File: src/rtl/dest_header_insert.sv
// dest_header_insert
//   Prepends a HDR_BEATS-beat header carrying the packet TID to each packet
//   on an AXI4-Stream path. The header word is the TID zero-extended to
//   HDR_BEATS*DATA_WIDTH bits and is sent least-significant slice first.
//   With INSERT_MODE=1 a header is only sent when the TID differs from the
//   TID of the last header sent. The output is a single registered stage
//   that sustains one beat per cycle.
//
// Ports
//   aclk, aresetn            clock, asynchronous active-low reset
//   target_tvalid/tready     input stream handshake (tready is combinational)
//   target_tlast/tdata/tid   input end-of-packet, payload, destination id
//   initiator_tvalid/tready  output stream handshake (tvalid registered)
//   initiator_tlast/tdata    output end-of-packet and header/payload (registered)
module dest_header_insert #(
  parameter int DATA_WIDTH  = 8,
  parameter int ID_WIDTH    = 3,
  parameter int HDR_BEATS   = 1,
  parameter int INSERT_MODE = 0
) (
  input  logic                  aclk,
  input  logic                  aresetn,
  input  logic                  target_tvalid,
  output logic                  target_tready,
  input  logic                  target_tlast,
  input  logic [DATA_WIDTH-1:0] target_tdata,
  input  logic [ID_WIDTH-1:0]   target_tid,
  output logic                  initiator_tvalid,
  input  logic                  initiator_tready,
  output logic                  initiator_tlast,
  output logic [DATA_WIDTH-1:0] initiator_tdata
);

  localparam int HDR_W = HDR_BEATS * DATA_WIDTH;
  localparam int CNT_W = (HDR_BEATS > 1) ? $clog2(HDR_BEATS) : 1;

  if (DATA_WIDTH < 1) begin : g_bad_data_width
    $error("dest_header_insert: DATA_WIDTH must be at least 1");
  end
  if (HDR_BEATS < 1 || HDR_BEATS > 16) begin : g_bad_hdr_beats
    $error("dest_header_insert: HDR_BEATS must be in 1..16");
  end
  if (ID_WIDTH > HDR_W) begin : g_bad_id_width
    $error("dest_header_insert: ID_WIDTH must not exceed HDR_BEATS*DATA_WIDTH");
  end

  typedef enum logic [1:0] {IDLE, HEADER, PAYLOAD} state_e;

  state_e                state_q, state_d;
  logic [CNT_W-1:0]      hdr_cnt_q, hdr_cnt_d;
  logic [ID_WIDTH-1:0]   hdr_tid_q, hdr_tid_d;
  logic [ID_WIDTH-1:0]   last_tid_q, last_tid_d;
  logic                  last_tid_valid_q, last_tid_valid_d;
  logic                  tvalid_q, tvalid_d;
  logic                  tlast_q, tlast_d;
  logic [DATA_WIDTH-1:0] tdata_q, tdata_d;

  logic                  slot_free;
  logic                  insert_needed;
  logic [HDR_W-1:0]      hdr_word_new;   // header built from the live input tid (beat 0)
  logic [HDR_W-1:0]      hdr_word_q;     // header built from the captured tid (beats 1..)
  logic [DATA_WIDTH-1:0] hdr_beat [HDR_BEATS];
  logic [DATA_WIDTH-1:0] hdr_cur;

  assign slot_free     = !tvalid_q || initiator_tready;
  assign insert_needed = (INSERT_MODE == 0) || !last_tid_valid_q || (target_tid != last_tid_q);

  assign hdr_word_new = HDR_W'(target_tid);
  assign hdr_word_q   = HDR_W'(hdr_tid_q);

  for (genvar gi = 0; gi < HDR_BEATS; gi++) begin : g_hdr_slice
    assign hdr_beat[gi] = hdr_word_q[gi*DATA_WIDTH +: DATA_WIDTH];
  end

  // Explicit compare mux keeps the beat select in range for any HDR_BEATS.
  always_comb begin
    hdr_cur = '0;
    for (int k = 0; k < HDR_BEATS; k++) begin
      if (hdr_cnt_q == CNT_W'(k)) hdr_cur = hdr_beat[k];
    end
  end

  always_comb begin
    state_d          = state_q;
    hdr_cnt_d        = hdr_cnt_q;
    hdr_tid_d        = hdr_tid_q;
    last_tid_d       = last_tid_q;
    last_tid_valid_d = last_tid_valid_q;
    // A consumed beat with nothing new behind it leaves the register empty.
    tvalid_d         = tvalid_q && !slot_free;
    tlast_d          = tlast_q;
    tdata_d          = tdata_q;
    target_tready    = 1'b0;

    unique case (state_q)
      IDLE: begin
        // The first beat is held off while a header is due, so the header
        // can be launched from its tid without storing the payload beat.
        target_tready = slot_free && !insert_needed;
        if (target_tvalid && slot_free) begin
          if (insert_needed) begin
            hdr_tid_d        = target_tid;
            last_tid_d       = target_tid;
            last_tid_valid_d = 1'b1;
            tvalid_d         = 1'b1;
            tlast_d          = 1'b0;
            tdata_d          = hdr_word_new[DATA_WIDTH-1:0];
            if (HDR_BEATS > 1) begin
              hdr_cnt_d = CNT_W'(1);
              state_d   = HEADER;
            end else begin
              state_d   = PAYLOAD;
            end
          end else begin
            tvalid_d = 1'b1;
            tlast_d  = target_tlast;
            tdata_d  = target_tdata;
            state_d  = target_tlast ? IDLE : PAYLOAD;
          end
        end
      end

      HEADER: begin
        if (slot_free) begin
          tvalid_d = 1'b1;
          tlast_d  = 1'b0;
          tdata_d  = hdr_cur;
          if (hdr_cnt_q == CNT_W'(HDR_BEATS - 1)) begin
            hdr_cnt_d = '0;
            state_d   = PAYLOAD;
          end else begin
            hdr_cnt_d = hdr_cnt_q + CNT_W'(1);
          end
        end
      end

      PAYLOAD: begin
        target_tready = slot_free;
        if (target_tvalid && slot_free) begin
          tvalid_d = 1'b1;
          tlast_d  = target_tlast;
          tdata_d  = target_tdata;
          if (target_tlast) state_d = IDLE;
        end
      end

      default: state_d = IDLE;
    endcase
  end

  always_ff @(posedge aclk or negedge aresetn) begin
    if (!aresetn) begin
      state_q          <= IDLE;
      hdr_cnt_q        <= '0;
      hdr_tid_q        <= '0;
      last_tid_q       <= '0;
      last_tid_valid_q <= 1'b0;
      tvalid_q         <= 1'b0;
      tlast_q          <= 1'b0;
      tdata_q          <= '0;
    end else begin
      state_q          <= state_d;
      hdr_cnt_q        <= hdr_cnt_d;
      hdr_tid_q        <= hdr_tid_d;
      last_tid_q       <= last_tid_d;
      last_tid_valid_q <= last_tid_valid_d;
      tvalid_q         <= tvalid_d;
      tlast_q          <= tlast_d;
      tdata_q          <= tdata_d;
    end
  end

  assign initiator_tvalid = tvalid_q;
  assign initiator_tlast  = tlast_q;
  assign initiator_tdata  = tdata_q;

endmodule

File: config.mk
export PLATFORM = sky130hd
export DESIGN_NAME = dest_header_insert
export DESIGN_NICKNAME = d
export VERILOG_FILES = /design/src/rtl/dest_header_insert.sv
export SDC_FILE = /design/constraint.sdc
export NUM_CORES = 1
export LEC_CHECK = 0
export ABC_CLOCK_PERIOD_IN_PS = 2200
export CAP_MARGIN = 20
export CORE_MARGIN = 1.5
export CORE_UTILIZATION = 30
export DETAILED_ROUTE_END_ITERATION = 16
export GPL_ROUTABILITY_DRIVEN = 0
export PLACE_DENSITY = 0.69
export SYNTH_ARGS = -nofsm -noshare
export SYNTH_HDL_FRONTEND = slang
export SYNTH_SLANG_ARGS = --single-unit
File: constraint.sdc
create_clock -name aclk -period 2.2 [get_ports aclk]
set_clock_uncertainty 0.15 [all_clocks]
set_input_delay 0.44 -clock aclk [delete_from_list [all_inputs] [get_ports aclk]]
set_output_delay 0.44 -clock aclk [all_outputs]
set_load 0.03 [all_outputs]
== Yosys cells after proc, flatten, opt, wreduce, memory -nomap -nowiden ==
Index checks and enable logic that the tools add are counted.
Storage, ports and cells
  flip-flop bits (word level): 16
  word-level logic and storage cells: 46
  output and inout port bits: 11
  bits of input ports: 16
Operators by class
  multiplexer cells: 20
  eq/ne operators: 7
  add/subtract/negate cells: 1
  reductions and logical operators: 12
Operators by type and width (number)
  8-bit 2-to-1 mux: 3
  8-bit case mux with 3 select lines: 1
  2-bit 2-to-1 mux: 5
  2-bit != test (second input constant): 5
  1-bit 2-to-1 mux: 7
  2-bit case mux with 3 select lines: 1
  5-bit AND reduction: 1
  2-bit AND reduction: 2
  4-bit AND reduction: 1
  3-bit 2-to-1 mux: 1
  1-bit case mux with 3 select lines: 1
  3-bit nonzero test: 1
  2-bit by 1-bit equality test with 1-bit output (second input constant): 1
  2-bit equality test (second input constant): 1
  1-bit logical AND: 2
  1-bit zero test: 2
  2-bit zero test: 1
  1-bit case mux with 2 select lines: 1
  2-bit OR reduction: 1
  1-bit adder (second input constant): 1
  1-bit logical OR: 1

== Longest topological paths before layout ==
  word-level depth: 6
  gate-level depth with buffers: 4
  depth with buffers taken out: 3

== Worst setup path before layout ==
No wires, ideal clock.
  path type: register to output
  start: register with a tool-made name
  end: output port target_tready
  data arrival time: 970 ps
  slack: 640 ps
  data required time: 1610 ps
  path buffers: 1
  cell stages (with the launch flop): 4
  cells stage by stage: dfrtp_1 > nand2b_4 > buf_6 > and2_2
RTL lines
  end: declaration: line 24  | output logic target_tready,

== Final worst setup path ==
  start: input port initiator_tready
  end: output port target_tready
On the way
  longest elaborated chain between the ends: 2
RTL lines
  start: declaration: line 29  | input logic initiator_tready,
  1-bit logical OR: line 65  | assign slot_free = !tvalid_q || initiator_tready;
  1-bit 2-to-1 mux: line 95  | unique case (state_q)
No other way between the ends.

==> out/metrics.cfg <==
[status]
status = finished clean

[detailed_routing]
vias = 391
finalWirelength_um = 963
first_pass_iters = 2
drc = 0
vias_per_cell = 4.827
drt_iter0_drc = 1
ant_nets = 0
wl_per_cell_um = 11.89

[grt]
grt_pass1_wl_um = 1483
grt_overflow = 0
grt_max_degree = 12
grt_use_total_pct = 11.31
grt_pass1_vias = 354
antenna_found_initial = 0

[sta]
hold_viol = 0
setup_ws_ns = 0.2541
rsz0062_at_grt = false
fin_crit_ns = 1.946
fmax_mhz = 513.9
finalMaxSlewViolations = 0
fin_crit_sh_pct = 88.45
setup_viol = 0
worstMarginPinSlew_ns = 0.4793
relSlewSlack_pct = 67.95
setup_tns_ns = 0
hold_ws_ns = 0.3446

[clocking]
postCtsSetupBuffers = 0
cts.sinks = 11
clk_path_buf_depth = 2
clk_pin_slew_ns = 0.07
cts-root-buf = clkbuf_4
ctsHtreeMaxLevel = 1
cts_buffers = 3
cts_resized = 0
clock_latency_ns = 0.27
ctsHoldBuffers = 0
cts_tree = built

[floorplan]
rows = 14
io_pins = 27
die_area_mm2 = 0.001815
die_h_um = 42.60
die_w_um = 42.60
core_area_mm2 = 0.001489
start_util_pct = 31.60

[logic_synthesis]
synth_fp_nets = 53
yosys_warnings = 0
syn_area_um2 = 470.5
postSynthCellCount = 37
yosysSeqAreaShare_pct = 58.51
synth.distinct_cells = 16
ys_ff_latch = 11
syn_avg_cell_area_um2 = 12.71

[run]
cap_viol_max_count = 0

[setup_path]
r2r_cells = 3
worst-setup-path-type = in -> out
worstPathRequired_ns = 1.61
ff2ff_setup_slack_ns = 1.01
crit_path_end_kind = primary output
cp.arrival_ns = 1.36
worst-path-max-fanout = 9
cp-start-kind = primary input
rr_endpoint = initiator_tdata[3]$_DFFE_PN0P_

[placement]
post-place-ws_ns = 0.2490
dpl.hpwl_um = 763.8
port_buffers = 26
place_inst = 77

[final_layout]
layout_common_cells = 25 x clkdlybuf4s50_1, 11 x dfrtp_1, 6 x a21oi_1
final_layout_size_suffix_gt1_share_pct = 12.31
antenna_cells = 0
stdcell_count = 81
final_common_cell = clkdlybuf4s50_1
area_delta_synth_final_pct = 61.17
nNetsFinal = 82

[hold_path]
hold_class = in -> async

[pwr]
irDropWorstVdd_uv = 293.2
p_leak_nw = 0.3339
cellPowerDensity_mw_per_mm2 = 803.4
p_total_w = 0.0006092

[cell usage after synthesis, drive strengths merged]
cell type | number | area (um^2)
dfrtp | 11 | 275.3
nand2b | 1 | 13.76
and2 | 2 | 16.27
nand2 | 1 | 3.750
nand4 | 1 | 6.260
and3 | 1 | 11.26
o21a | 1 | 7.510
mux2i | 3 | 30.03
a21oi | 6 | 30.03
inv | 1 | 3.750
clkbuf | 1 | 5.000
a22o | 5 | 43.79
o21ai | 1 | 5.000
or2b | 1 | 7.510
buf | 1 | 11.26
[layer usage]
metal	up-vias	wire, um	GRT usage, %
li1	190	-	-
met1	187	427	14.17
met2	10	475	17.23
met3	4	37	1.293
met4	0	23	9.375
met5	-	0	0
[through the flow]
stage | cell area, um^2 | utilization (%)
floorplan | 470.5 | -
global placement | 732.0 | 49.16
detailed placement | 732.0 | 49.16
CTS | 758.2 | 50.92
global route | 758.2 | 50.92
finish | 758.2 | 50.92
[where the power goes]
group	internal, W	switching (W)	leakage, nW
clock	0.0000702	0.0000698	0.0150
sequential	0.000234	0.0000220	0.131
combinational	0.000107	0.000106	0.188
total	0.000411	0.000198	0.334
[cells by family (layout without fill, tap and decap cells)]
logic type             count (synthesis)  after routing  share of synthesized area, %
AND/OR/NAND/NOR                        7              7                         12.50
buffers and inverters                  3             31                         4.253
AO/OA/AOI/OAI                         13             13                         18.35
flip-flops                            11             11                         58.51
multiplexers                           3              3                         6.383
[registers in the layout (all words and copies together) (netlist names), named ones only]
register and flops:
initiator_tlast 1, state_q 1, initiator_tdata 8
[layout make-up]
class	instances	area [um^2]
flip-flops and latches	11	275.3
fillers	140	730.7
repair buffers	26	257.7
clock buffers	4	26.28
well taps	16	20.02
inverters	1	3.754
multi-input cells	23	175.2
[worst max-delay path, cell delays in order]
cell             delay, ns
clkdlybuf4s50_1       0.39
nand2b_4              0.17
and2_2                0.19
buf_4                 0.16
[how the worst max path moves through the flow]
stage,start,end,slack (ns)
final,initiator_tready,target_tready,0.25
after global routing,initiator_tready,target_tready,0.21
after CTS,initiator_tready,target_tready,0.25
after detailed placement,initiator_tready,target_tready,0.25
after global placement,initiator_tready,target_tready,0.24
after floorplan,flip-flop,target_tready,0.64
(Power assumes the default switching activity.)
